==> config.mk <==
export PLATFORM = sky130hd
export DESIGN_NAME = uart_transmitter
export DESIGN_NICKNAME = d
export VERILOG_FILES = /design/src/rtl/uart_transmitter.sv
export SDC_FILE = /design/constraint.sdc
export NUM_CORES = 1
export LEC_CHECK = 0
export ABC_AREA = 1
export CAP_MARGIN = 20
export CORE_MARGIN = 2
export CORE_UTILIZATION = 43
export DETAILED_ROUTE_END_ITERATION = 7
export PLACE_DENSITY = 0.74
export SLEW_MARGIN = 0
export SYNTH_ARGS = -nofsm -noshare
export SYNTH_HDL_FRONTEND = slang
export SYNTH_SLANG_ARGS = --single-unit
==> constraint.sdc <==
create_clock -name clk -period 3.9 [get_ports clk]
set_input_delay 0.78 -clock clk [delete_from_list [all_inputs] [get_ports clk]]
set_output_delay 0.78 -clock clk [all_outputs]
set_load 0.03 [all_outputs]
==> src/rtl/uart_transmitter.sv <==
// UART transmit serialiser: start bit, 8 data bits LSB first, optional even parity, two stop bits.
// The optional parity bit is controlled by the TX_PARITY_EN macro; when it is undefined the frame is 11 bits.
module uart_transmitter #(
    parameter int unsigned CLKS_PER_BIT = 16
) (
    input  logic       clk,
    input  logic       rst_n,
    input  logic [7:0] tx_data,
    input  logic       tx_valid,
    output logic       tx_ready,
    output logic       tx_out,
    output logic       tx_busy,
    output logic       tx_done
);

    localparam int unsigned CNT_W = $clog2(CLKS_PER_BIT);

    typedef enum logic [2:0] {
        IDLE   = 3'd0,
        START  = 3'd1,
        DATA   = 3'd2,
`ifdef TX_PARITY_EN
        PARITY = 3'd3,
`endif
        STOP1  = 3'd4,
        STOP2  = 3'd5
    } state_t;

    state_t           state;
    logic [CNT_W-1:0] cnt;
    logic [2:0]       idx;
    logic [7:0]       sr;
`ifdef TX_PARITY_EN
    logic             par;
`endif
    logic             bit_end;

    assign tx_ready = (state == IDLE);
    assign bit_end  = (cnt == CNT_W'(CLKS_PER_BIT - 1));

    // Frame sequencer; tx_out is registered so each bit starts on the cycle after its boundary edge.
    always_ff @(posedge clk) begin
        if (!rst_n) begin
            state   <= IDLE;
            cnt     <= '0;
            idx     <= '0;
            sr      <= '0;
`ifdef TX_PARITY_EN
            par     <= 1'b0;
`endif
            tx_out  <= 1'b1;
            tx_busy <= 1'b0;
            tx_done <= 1'b0;
        end else begin
            tx_done <= 1'b0;
            if (state == IDLE) begin
                cnt <= '0;
                if (tx_valid) begin
                    sr      <= tx_data;
`ifdef TX_PARITY_EN
                    par     <= ^tx_data;
`endif
                    idx     <= '0;
                    state   <= START;
                    tx_out  <= 1'b0;
                    tx_busy <= 1'b1;
                end
            end else if (!bit_end) begin
                cnt <= cnt + CNT_W'(1);
            end else begin
                cnt <= '0;
                case (state)
                    START: begin
                        state  <= DATA;
                        tx_out <= sr[0];
                    end
                    DATA: begin
                        sr <= {1'b0, sr[7:1]};
                        if (idx == 3'd7) begin
`ifdef TX_PARITY_EN
                            state  <= PARITY;
                            tx_out <= par;
`else
                            state  <= STOP1;
                            tx_out <= 1'b1;
`endif
                        end else begin
                            idx    <= idx + 3'd1;
                            tx_out <= sr[1];
                        end
                    end
`ifdef TX_PARITY_EN
                    PARITY: begin
                        state  <= STOP1;
                        tx_out <= 1'b1;
                    end
`endif
                    STOP1: begin
                        state  <= STOP2;
                        tx_out <= 1'b1;
                    end
                    STOP2: begin
                        state   <= IDLE;
                        tx_out  <= 1'b1;
                        tx_busy <= 1'b0;
                        tx_done <= 1'b1;
                    end
                    default: begin
                        state   <= IDLE;
                        tx_out  <= 1'b1;
                        tx_busy <= 1'b0;
                    end
                endcase
            end
        end
    end

endmodule

==> out/qor.yml <==
r2r_start: "state[0]$_SDFFE_PN0P_"
syn_area_sq_um: 1030
area_delta_synth_final_pct: 16.7
netlist_top_cells_area: "dfxtp_1 41%, nand2_1 18%, a21oi_1 6.8%"
synth_edf_count: 0
run_status: "finished clean"
grt_pass1_wl_microns: 3440
start_util: 0.459
rrSetupSlack_ns: 2.17
core_area_sq_um: 2230
cts_sinks: 21
fp.dieW_microns: 52.8
nets: 175
rsz0062_at_grt: "no"
clk_latency_ns: 0.29
fin_util: 0.536
muxShareOfSynthArea: 0
die_h_microns: 52.8
num_vias: 940
synth_top_family_by_area: "simple AND/OR/NAND/NOR gates"
synth_flop_cell: "dfxtp_1"
numCtsBuffers: 3
endpoint_kind: "output pin"
leakagePower_nw: 0.500
crit_required_ns: 3.12
drcViolationCount: 0
drtIter0Drc: 27
swShare: 0.473
hp-class: "flop to flop"
netlist_instances: 146
whs_ns: 0.462
p_per_area_nw_per_um2: 738
timing.rr.end: "sr[4]$_SDFFE_PN0P_"
synthArstFlopShare: 0
setup_viol: 0
fin_crit_ns: 2.89
dp_hpwl_microns: 1550
clk_pin_slew_worst_paths_ns: 0.11
row_count: 17
grt.overflow.total: 0
ios: 15
synth_nets: 160
ys_seq_area_frac: 0.410
dieArea_sq_um: 2790
hold_viol_final: 0
cp-start-kind: "flop"
path_class: "flop to output pin"
slew_headroom: 0.739
synth_commonest_cells: "49 x nand2_1, 21 x dfxtp_1, 14 x a21oi_1, 14 x nor2_1, 13 x nand3_1"
viasPerCell: 5.00
cts_tree: "yes"
cp.arrival_ns: 2.11
synth_largest_area_cell: "dfxtp_1"
clock_skew_ns: 0.00374
io_buffers: 14
drive_gt1_frac: 0.0625
p_int_mw: 0.466
combPwrFrac: 0.526
ys_seq_elements: 21
synthSimpleGateAreaFrac: 0.383
ys_warn_count: 0
synth_xor_area_frac: 0.00854
whs_path_depth: 1
critPathLaunch: "state[0]$_SDFFE_PN0P_"
grt_pass1_vias: 840
wire_per_inst_microns: 10.8
crit_fanout: 15
finalCritPeriodShare: 0.741
grt_antenna_before_repair: 0
cts_resized: 0
timing.setup.tns_ns: 0
synth_cell_types: 24
drv_slew: 0
clockBufferDepth: 2
top_layer: "met4"
wl_met1_microns: 946
dpl-instance-area_sq_um: 1170
wl_met3_microns: 114
yosysMostFrequentCell: "nand2_1"
root_buffer: "clkbuf_4"
worst_pin_slew_ns: 0.391
maxCapViolations: 0
switchingPower_mw: 0.418
synthAdderAreaFrac: 0.0366
power_frac_seq: 0.359
fin_area_sq_um: 1200
grtUsageTotal: 0.167
hp-start: "cnt[0]$_SDFF_PP0_"
clkPwrFrac: 0.115
ff2ff_path_depth: 7
syn_area_per_cell_sq_um: 7.03
cts_setup_buffers: 0
insertedDiodeCount: 0
synth_compound_area_frac: 0.0927
place.gp.congestion: 0.837
ir_worst_vdd_mv: 0.352
routed_wl_microns: 2040
ant_nets: 0
htreeDepth: 1
cts_hold_buf: 0
min_to: "cnt[0]$_SDFF_PP0_"
wl_met2_microns: 951
grt_max_degree: 16
fmax_mhz: 346
dr.pass1.iters: 4
yosysTopAreaCellShare: 0.410
-- layout by cell type (no fill, tap or decap), drive strengths merged --
| cell type | instances |
|---|---|
| nor3 | 1 |
| clkinv | 1 |
| nand3b | 2 |
| inv | 10 |
| nand4 | 2 |
| a21oi | 14 |
| clkdlybuf4s50 | 14 |
| nand2 | 53 |
| clkbuf | 4 |
| nand3 | 14 |
| nor3b | 1 |
| nor2 | 15 |
| ha | 3 |
| o211ai | 1 |
| dfxtp | 21 |
| xor2 | 1 |
| o21ai | 2 |
| a21boi | 1 |
-- logic make-up after synthesis --
kind of cell             count (synthesis)
adder cells (fa/ha/maj)                  3
XOR/XNOR                                 1
flip-flops                              21
buffers and inverters                   15
AND/OR/NAND/NOR                         88
AO/OA/AOI/OAI                           18
-- how the worst max path moves through the flow --
| stage | to |
|---|---|
| 3_3_place_gp | tx_ready |
| 6_report | tx_ready |
| 3_5_place_dp | tx_ready |
| 4_1_cts | tx_ready |
| 5_1_grt | tx_ready |
| 2_1_floorplan | tx_ready |
-- metrics by stage --
| stage | std cells | power [mW] | setup WS (ns) |
|---|---|---|---|
| finish | 188 | 0.884 | 1.01 |
| global route | 188 | 0.970 | 0.862 |
| CTS | 188 | 0.888 | 1.01 |
| detailed placement | 184 | 0.786 | 1.35 |
| global placement | 184 | 0.765 | 1.41 |
| floorplan | 146 | 0.698 | 2.21 |
-- critical path: stages, from the launching register on --
cell and delay, ns:
dfxtp_1 0.41, nor2_4 0.33, nand2_4 0.19, clkinv_1 0.18, clkdlybuf4s50_1 0.70
-- power groups by stage --
stage / Combinational, mW / Sequential (mW) / Clock (mW)
2_1_floorplan: 0.369 / 0.329 / 0
3_3_place_gp: 0.446 / 0.319 / 0
3_5_place_dp: 0.463 / 0.322 / 0
4_1_cts: 0.466 / 0.317 / 0.106
5_1_grt: 0.529 / 0.326 / 0.115
6_report: 0.465 / 0.317 / 0.102
-- registers in the layout, indices dropped and copies added (netlist names) --
register and cells:
sr 8, cnt 4, idx 3, state 3, tx_busy 1, tx_done 1, tx_out 1
-- area by class of cell --
type	instances	area (sq um)
flip-flops and latches	21	420
multi-input cells	110	534
clock buffers	4	26.3
fillers	212	1040
repair buffers	14	140
inverters	11	41.3
well taps	28	35.0
-- metal layers --
metal	track usage	up-vias
li1	-	498
met1	0.217	408
met2	0.265	28
met3	0.0400	6
met4	0.0684	0
met5	0	-
(Power assumes the default switching activity.)
